`src/rtl/seq_pattern_detector.sv`:
```
// Serial bit-pattern detector with a runtime-loadable pattern, overlap control and a saturating hit counter.
// Define SEQDET_STICKY_EN to add the sticky alarm output and its alarm_clr input.
module seq_pattern_detector #(
    parameter int                     PATTERN_LEN     = 4,
    parameter logic [PATTERN_LEN-1:0] DEFAULT_PATTERN = {PATTERN_LEN{1'b1}},
    parameter int                     COUNT_W         = 8,
    parameter int                     FILL_W          = $clog2(PATTERN_LEN + 1)
) (
    input  logic                   clock,
    input  logic                   resetn,
`ifdef SEQDET_STICKY_EN
    input  logic                   alarm_clr,
    output logic                   alarm,
`endif
    input  logic                   en,
    input  logic                   w,
    input  logic                   overlap,
    input  logic                   load,
    input  logic [PATTERN_LEN-1:0] pattern_in,
    input  logic                   count_clr,
    output logic                   match,
    output logic [FILL_W-1:0]      fill,
    output logic [COUNT_W-1:0]     match_count
);

    localparam logic [FILL_W-1:0]  FILL_FULL = FILL_W'(PATTERN_LEN);
    localparam logic [COUNT_W-1:0] COUNT_MAX = '1;

    typedef enum logic {FILLING, ARMED} fill_state_e;

    // The oldest history bit is shifted out before every compare, so only N-1 bits are kept.
    logic [PATTERN_LEN-2:0] history_q, history_d;
    logic [PATTERN_LEN-1:0] pattern_q, pattern_d;
    logic [FILL_W-1:0]      fill_q, fill_d;
    logic                   match_q, match_d;
    logic [COUNT_W-1:0]     count_q, count_d;

    logic [PATTERN_LEN-1:0] hist_next;
    logic [FILL_W-1:0]      fill_next;
    fill_state_e            state_next;
    logic                   hit;

    always_comb begin
        // NOTE: every output of this block gets a default first so no path can infer a latch.
        history_d  = history_q;
        pattern_d  = pattern_q;
        fill_d     = fill_q;
        match_d    = 1'b0;
        count_d    = count_q;
        hit        = 1'b0;

        hist_next  = {history_q, w};
        fill_next  = (fill_q == FILL_FULL) ? fill_q : fill_q + 1'b1;
        state_next = (fill_next == FILL_FULL) ? ARMED : FILLING;

        if (load) begin
            pattern_d = pattern_in;
            history_d = '0;
            fill_d    = '0;
        end else if (en) begin
            hit       = (state_next == ARMED) && (hist_next == pattern_q);
            match_d   = hit;
            history_d = hist_next[PATTERN_LEN-2:0];
            fill_d    = (hit && !overlap) ? '0 : fill_next;
        end

        if (count_clr) begin
            count_d = hit ? COUNT_W'(1) : '0;
        end else if (hit && (count_q != COUNT_MAX)) begin
            count_d = count_q + 1'b1;
        end
    end

    always_ff @(posedge clock) begin
        // NOTE: sequential state uses non-blocking assignments so all flops update from pre-edge values.
        if (!resetn) begin
            history_q <= '0;
            pattern_q <= DEFAULT_PATTERN;
            fill_q    <= '0;
            match_q   <= 1'b0;
            count_q   <= '0;
        end else begin
            history_q <= history_d;
            pattern_q <= pattern_d;
            fill_q    <= fill_d;
            match_q   <= match_d;
            count_q   <= count_d;
        end
    end

    assign match       = match_q;
    assign fill        = fill_q;
    assign match_count = count_q;

`ifdef SEQDET_STICKY_EN
    logic alarm_q, alarm_d;

    // A hit wins over a simultaneous clear so no event is lost.
    always_comb begin
        alarm_d = alarm_q;
        if (hit) begin
            alarm_d = 1'b1;
        end else if (alarm_clr) begin
            alarm_d = 1'b0;
        end
    end

    always_ff @(posedge clock) begin
        if (!resetn) begin
            alarm_q <= 1'b0;
        end else begin
            alarm_q <= alarm_d;
        end
    end

    assign alarm = alarm_q;
`endif

endmodule

```
`config.mk`:
```
export PLATFORM = sky130hd
export DESIGN_NAME = seq_pattern_detector
export DESIGN_NICKNAME = d
export VERILOG_FILES = /design/src/rtl/seq_pattern_detector.sv
export SDC_FILE = /design/constraint.sdc
export NUM_CORES = 1
export LEC_CHECK = 0
export BUFFER_PORTS_ARGS = -buffer_cell sky130_fd_sc_hd__buf_2
export CAP_MARGIN = 20
export CORE_MARGIN = 10
export CORE_UTILIZATION = 35
export DETAILED_ROUTE_END_ITERATION = 10
export SLEW_MARGIN = 10
export SYNTH_ARGS = -nofsm -noshare
export SYNTH_HDL_FRONTEND = slang
export SYNTH_SLANG_ARGS = --single-unit
```
`constraint.sdc`:
```
create_clock -name clock -period 1.9 [get_ports clock]
set_input_delay 0.38 -clock clock [delete_from_list [all_inputs] [get_ports clock]]
set_output_delay 0.38 -clock clock [all_outputs]
set_load 0.1 [all_outputs]
```
==> out/metrics.csv, run 1 <==
metric,value,unit
synth_area_leaders,"dfxtp_1, mux2i_1, a21oi_1, ha_1, xor2_1",
drc,0,
antenna_cells,0,
status,finished with violations,
dp.cells,168,
hold_buffers,0,
die_area,5290,um2
finClkSkew,2.160,ps
pre_cts_ws,-165.3,ps
synth_area_per_cell,9.183,um2
synth_area,973.4,um2
cp_max_fo,6,
fin_setup_tns,-686.9,ps
fin_crit_sh,1.067,
track_usage,0.09324,
clockBufferDepth,2,
wirelength,2.328,mm
worst_ep_arrival_time,2270,ps
area_growth,34.06,%
synth_cell_types,33,
rows,19,
grt_pass1_wl,4.050,mm
p_per_area,551.0,nW/um2
setup_viol_count_final,7,
gp_congestion,0.7565,
ioPinCount,23,
die_h,72.74,um
gr-total-overflow,0,
r2r_slack,-130,ps
min_to,pattern_q[2],
clock-sinks,19,
fin_cells,173,
worstReg2RegEnd,match_count[4],
vias,871,
root_buffer,clkbuf_4,
synth_ff_type,dfxtp_1,
ir_drop,439.8,uV
layout_min_cycle_time,2027,ps
slew_headroom,0.6756,
yosysTopAreaCellShare,0.3907,
worst_pin_slew,490.0,ps
start_util,0.3592,
ys_ff_latch,19,
async_flop_share,0,
wire_per_inst,13.46,um
hold_class,in -> reg,
crit_type,reg -> reg,
synth_common_cells,"dfxtp_1, a21oi_1, mux2i_1, nand2_1, nor2_1",
die_w,72.74,um
drt_iter0_drc,48,
reg2reg_depth,8,
viasPerCell,5.035,
fmax,0.4933,GHz
antenna_left,0,
hp-start,pattern_in[2],
cap_violations,0,
violations,negative setup slack,
htree_levels,1,
end_kind,flop,
yosysWarnings,0,
slew_violations,0,
postLayoutCoreUtil,0.4815,
clk_pin_slew_worst_paths,120,ps
antenna_found_initial,0,
finalHoldViolCount,0,
r2r_start,fill[0],
cts_tree,done,
dp_hpwl,1.816,mm
clk_latency,310,ps
io_buffers,22,
synth_most_common_cell,dfxtp_1,
rsz0062_at_grt,yes,
ys_seq_area_frac,0.3907,
yosys.area.top_type,dfxtp_1,
postSynthCellCount,106,
start_kind,flop,
drt-pass1-iter-count,4,
p_leak,0.5613,nW
synth_fp_nets,120,
synth_edf_count,0,
grt_max_degree,13,
numCtsBuffers,3,
fin_ws,-127.0,ps
core_area,2710,um2
grt_pass1_vias,917,
hold_path_depth,3,
worstPathRequired,2150,ps
finish.net_count,157,
drive_gt1_frac,0.4507,
-- placed cells by master, fill, tap and decap left out, types with 4 or more instances in the layout --
master	n
nor2_1	8
nand2_1	8
a21oi_2	4
dfxtp_1	14
xor2_1	4
buf_2	22
inv_1	4
nand3_1	4
a21oi_1	5
buf_4	11
mux2i_1	8
-- registers in the layout, summed over array words and instances, names as in the netlist --
name,cells
history_q,3
match,1
fill,3
pattern_q,4
match_count,8
-- per-stage QoR --
stage	instance area, um2	hold slack [ps]	power, mW
finish	1305	278.4	0.7190
global route	1305	265.1	0.7588
CTS	1271	265.2	0.7313
detailed placement	1209	494.4	0.5052
global placement	1209	482.8	0.5023
floorplan	999.7	441.9	0.4777
-- timing repair --
item | in CTS | in global routing
setup buffers | 0 | 1
pin swaps | 2 | 4
endpoints found under the setup margin | 8 | 8
gates resized for setup | 7 | 6
-- layer usage --
metal | routed length, um | track usage | vias to the layer above
li1 | - | - | 456
met2 | 1137 | 0.1522 | 15
met1 | 1020 | 0.1040 | 393
met5 | 0 | 0 | -
met3 | 117 | 0.03537 | 7
met4 | 53 | 0.04430 | 0
-- worst max path at each step --
| stage | end | start |
|---|---|---|
| 6_report | match_count[4] | fill[0] |
| 5_1_grt | match_count[4] | fill[1] |
| 4_1_cts | match_count[4] | fill[1] |
| 3_5_place_dp | match_count[4] | fill[0] |
| 3_3_place_gp | match_count[4] | fill[0] |
| 2_1_floorplan | match_count[5] | fill[1] |
-- report_power, final --
group	switching [mW]	internal, mW	total (mW)	leakage [nW]
Sequential	0.00610	0.404	0.410	0.157
Combinational	0.0512	0.0378	0.0890	0.386
Clock	0.138	0.0817	0.220	0.0183
-- worst max-delay path, cell delays in order (launching register included) --
cell     delay (ps)
dfxtp_4         380
inv_4            40
ha_4            160
or3b_4          380
a31oi_4         240
nand4_4         140
buf_6           170
or3_4           320
a21oi_2         120
-- area by class of cell --
cell class | instances | area [um2]
timing repair buffer | 35 | 215.2
clock inverter | 1 | 6.256
inverter | 6 | 25.02
tap | 31 | 38.79
clock buffer | 3 | 22.52
fill | 274 | 1405
sequential | 19 | 391.6
multi-input combinational | 78 | 605.6
-- cells by family after synthesis --
group,after synthesis,share of synthesized area
AND/OR/NAND/NOR,39,0.2250
adder cells (fa/ha/maj),3,0.03856
multiplexers,8,0.08227
flip-flops,19,0.3907
XOR/XNOR,5,0.04499
AO/OA/AOI/OAI,23,0.1645
buffers and inverters,9,0.05397
(Power assumes the default switching activity.)
==> run 2, diff against run 1 <==
Settings changed: CTS_BUF_LIST from default to sky130_fd_sc_hd__clkbuf_8.
==> out/metrics.csv, run 2 (synthesis gave the netlist of run 1 again) <==
metric,value,unit
layout_min_cycle_time,2018,ps
layout_commonest_cell,buf_2,
grt_pass1_vias,911,
gr-total-overflow,0,
antenna_found_initial,0,
r2r_start,fill[0],
slew_violations,0,
hp-start,pattern_in[2],
finish.net_count,157,
start_util,0.3592,
largest_reg_flops,8,
ioPinCount,23,
cpPeakStageDelay,380,ps
place_area,1209,um2
r2r_slack,-120,ps
slew_headroom,0.6756,
track_usage,0.09490,
setup_viol_count_final,7,
wire_per_inst,13.58,um
dp_hpwl,1.816,mm
start_kind,flop,
numCtsBuffers,3,
die_area,5290,um2
drt_iter0_drc,29,
clock-sinks,19,
worst_ep_arrival_time,2220,ps
use_met2,0.1522,
core_area,2710,um2
htree_levels,1,
drc,0,
cp_max_fo,6,
clk_latency,260,ps
cts_tree,done,
reg2reg_depth,8,
fin_crit_sh,1.062,
drt-pass1-iter-count,4,
finalHoldViolCount,0,
fillers,269,
die_w,72.74,um
fmax,0.4954,GHz
finalInstanceArea,1324,um2
io_buffers,22,
antenna_left,0,
area_growth,35.99,%
gp_congestion,0.7565,
p_leak,0.5691,nW
use_met1,0.1040,
vias,867,
clk_pin_slew_worst_paths,80,ps
worstPathRequired,2100,ps
fin_ws,-118.4,ps
antenna_cells,0,
grt_pass1_wl,4.064,mm
grt_busiest_layer,met2,
path_cells,inv_4 > ha_4 > or3b_4 > a31oi_4 > nand4_4 > buf_6 > or3_4 > a21oi_2,
finClkSkew,2.669,ps
status,finished with violations,
crit_type,reg -> reg,
root_buffer,clkbuf_8,
violations,negative setup slack,
grt_max_degree,13,
postLayoutCoreUtil,0.4885,
drive_gt1_frac,0.4507,
viasPerCell,5.012,
hold_class,in -> reg,
wirelength,2.350,mm
die_h,72.74,um
critPathSlowestCell,or3b_4,
rsz0062_at_grt,yes,
cap_violations,0,
ir_drop,499.7,uV
critical_path.endpoint,match_count[4],
p_per_area,601.2,nW/um2
rows,19,
mostFrequentLayoutCells,"buf_2, dfxtp_1, buf_4",
worst_pin_slew,490.0,ps
worstReg2RegEnd,match_count[4],
clockBufferDepth,2,
worstSetupStartpoint,fill[0],
use_met3,0.03946,
end_kind,flop,
-- run 2: cell counts in the layout (fill, tap and decap cells not counted) --
No cell type changed its count.
-- run 2: worst min-delay path by stage --
stage | to | slack (ps) | depth (start not counted)
5_1_grt | pattern_q[2] | 330 | 3
3_3_place_gp | pattern_q[3] | 480 | 2
6_report | pattern_q[2] | 330 | 3
2_1_floorplan | pattern_q[0] | 440 | 1
4_1_cts | pattern_q[2] | 320 | 3
3_5_place_dp | pattern_q[3] | 490 | 2
-- run 2: where the power goes --
| part | internal, mW | switching, mW |
|---|---|---|
| Combinational | 0.0378 | 0.0512 |
| Sequential | 0.404 | 0.00608 |
| Clock | 0.149 | 0.148 |
-- run 2: final cells by class --
cell class,instances,area (um2),area share
clock inverters,1,6.256,0.004726
clock buffers,3,41.29,0.03119
flip-flops and latches,19,391.6,0.2958
well taps,31,38.79,0.02930
inverters,6,25.02,0.01890
repair buffers,35,215.2,0.1626
multi-input cells,78,605.6,0.4575
-- run 2: what timing repair did --
action | 4_1_cts | 5_1_grt
setup buffers | 0 | 1
hold buffers | 0 | 0
setup endpoints to repair | 8 | 8
resized for setup | 7 | 6
pin swaps | 2 | 4
-- run 2: metrics by stage --
step	power, mW	TNS [ps]	std cells	hold slack [ps]	worst slack, ps
2_1_floorplan	0.4777	-1484	106	441.9	-260.0
3_3_place_gp	0.5023	-589.5	168	482.8	-111.5
3_5_place_dp	0.5052	-953.9	168	494.4	-165.3
4_1_cts	0.8092	-545.0	172	319.3	-108.2
5_1_grt	0.8345	-1235	173	328.7	-183.4
6_report	0.7958	-636.2	173	326.1	-118.4
-- run 2: critical path: cells and delay by family (launching register included) --
kind,cells,cell delay [ps]
simple gates,3,840
flops,1,370
compound gates,2,360
buf+inv,2,210
fa+ha+maj,1,160
-- run 2: metal layers --
layer  up-vias  wire length [um]  part of all wire
met5         -                 0                 0
met4         0                62             0.026
met3         7               120             0.051
met2        15              1141              0.49
met1       390              1025              0.44
li1        455                 -                 -
==> run 3, diff against run 2 <==
Settings changed: CORE_ASPECT_RATIO from default to 0.5.
==> out/metrics.csv, run 3 (synthesis gave the netlist of run 1 again) <==
metric,value,unit
status,finished with violations,
violations,negative setup slack,
hold_path_depth,3,
layout_commonest_cell,buf_2,
finalHoldViolCount,0,
start_kind,flop,
cap_violations,0,
viasPerCell,4.884,
fin_ws,-114.5,ps
place_area,1231,um2
numCtsBuffers,3,
ir_drop,287.0,uV
cts_tree,done,
critPathSlowestCell,or4_4,
end_kind,flop,
start_util,0.3717,
clockBufferDepth,2,
min_to,pattern_q[0],
crit_type,reg -> reg,
cp.buffers_inverters,0,
finalInstanceArea,1331,um2
largest_reg_flops,8,
hold_class,in -> reg,
layout_min_cycle_time,2015,ps
antenna_cells,0,
clk_latency,270,ps
dp_hpwl,1.734,mm
mostFrequentLayoutCells,"buf_2, dfxtp_1, buf_4",
gr-total-overflow,0,
rsz0062_at_grt,yes,
slew_violations,0,
fillers,252,
fin_crit_sh,1.060,
finish.net_count,159,
worstPathRequired,2110,ps
wirelength,2.265,mm
cpPeakStageDelay,510,ps
p_per_area,597.8,nW/um2
clock-sinks,19,
final-seq-area,391.6,um2
hp-start,pattern_in[0],
rows,13,
critPathTopFamily,simple AND/OR/NAND/NOR gates,
postLayoutCoreUtil,0.5084,
antenna_found_initial,0,
vias,884,
drive_gt1_frac,0.4306,
die_w,94.58,um
multiInputGateArea,591.8,um2
drt_iter0_drc,22,
antenna_left,0,
ioPinCount,23,
r2r_slack,-110,ps
core_area,2619,um2
reg2reg_depth,6,
die_h,57.29,um
grt_max_degree,13,
clk_pin_slew_worst_paths,80,ps
track_usage,0.08876,
area_growth,36.76,%
drt-pass1-iter-count,4,
slew_headroom,0.6739,
path_cells,ha_2 > or3b_4 > a31oi_4 > nand4_4 > or4_4 > a21oi_2,
drc,0,
htree_levels,1,
grt_pass1_vias,850,
gp_congestion,0.7823,
wire_per_inst,12.51,um
p_leak,0.5725,nW
fmax,0.4964,GHz
root_buffer,clkbuf_8,
cp_max_fo,3,
setup_viol_count_final,7,
grt_pass1_wl,3.788,mm
worstReg2RegEnd,match_count[6],
r2r_start,fill[0],
worst_ep_arrival_time,2220,ps
worst_pin_slew,492.6,ps
finClkSkew,12.61,ps
die_area,5418,um2
io_buffers,22,
==> run 3: routing by layer <==
layer  track usage  part of all wire  vias up
met5             0                 0        -
met4       0.03814             0.013        0
met3       0.03911             0.058        5
met2        0.1381              0.44       20
met1        0.1041              0.49      403
li1              -                 -      456
==> run 3: what timing repair did <==
item,4_1_cts,5_1_grt
endpoints found under the setup margin,8,9
resized for setup,6,4
hold buffers,0,0
pin swaps,4,2
buffers inserted,1,0
==> run 3: worst max-delay path by stage <==
stage / cells past startpoint / endpoint / from / slack [ps]
2_1_floorplan: 8 / match_count[5] / fill[1] / -260
3_3_place_gp: 7 / match_count[5] / fill[0] / -140
3_5_place_dp: 7 / match_count[4] / fill[0] / -170
4_1_cts: 7 / match_count[7] / fill[0] / -100
5_1_grt: 7 / match_count[4] / fill[0] / -190
6_report: 6 / match_count[6] / fill[0] / -110
==> run 3: layout make-up <==
class                   instances  area share
flip-flops and latches         19      0.2942
well taps                      37     0.03477
clock buffers                   3     0.03101
clock inverters                 1    0.004699
repair buffers                 37      0.1701
inverters                       6     0.02068
multi-input cells              78      0.4445
==> run 3: per-stage QoR <==
stage | total power [mW] | hold WS, ps | cells | TNS, ps | worst slack [ps]
6_report | 0.7958 | 322.5 | 181 | -454.3 | -114.5
2_1_floorplan | 0.4777 | 441.9 | 106 | -1484 | -260.0
3_5_place_dp | 0.5040 | 482.5 | 176 | -1073 | -169.8
5_1_grt | 0.8396 | 330.7 | 181 | -1100 | -187.9
4_1_cts | 0.8066 | 317.2 | 181 | -464.2 | -98.36
3_3_place_gp | 0.5029 | 479.8 | 176 | -827.4 | -138.2
==> run 3: report_power, final <==
part | total (mW) | switching, mW | internal [mW]
Sequential | 0.410 | 0.00633 | 0.404
Combinational | 0.0887 | 0.0504 | 0.0383
Clock | 0.297 | 0.148 | 0.149
Total | 0.796 | 0.205 | 0.591
==> run 3: worst min-delay path: cells and delay by family <==
family	cells	cell delay [ps]
buffers and inverters	1	80
and+or+nand+nor	1	60
muxes	1	50
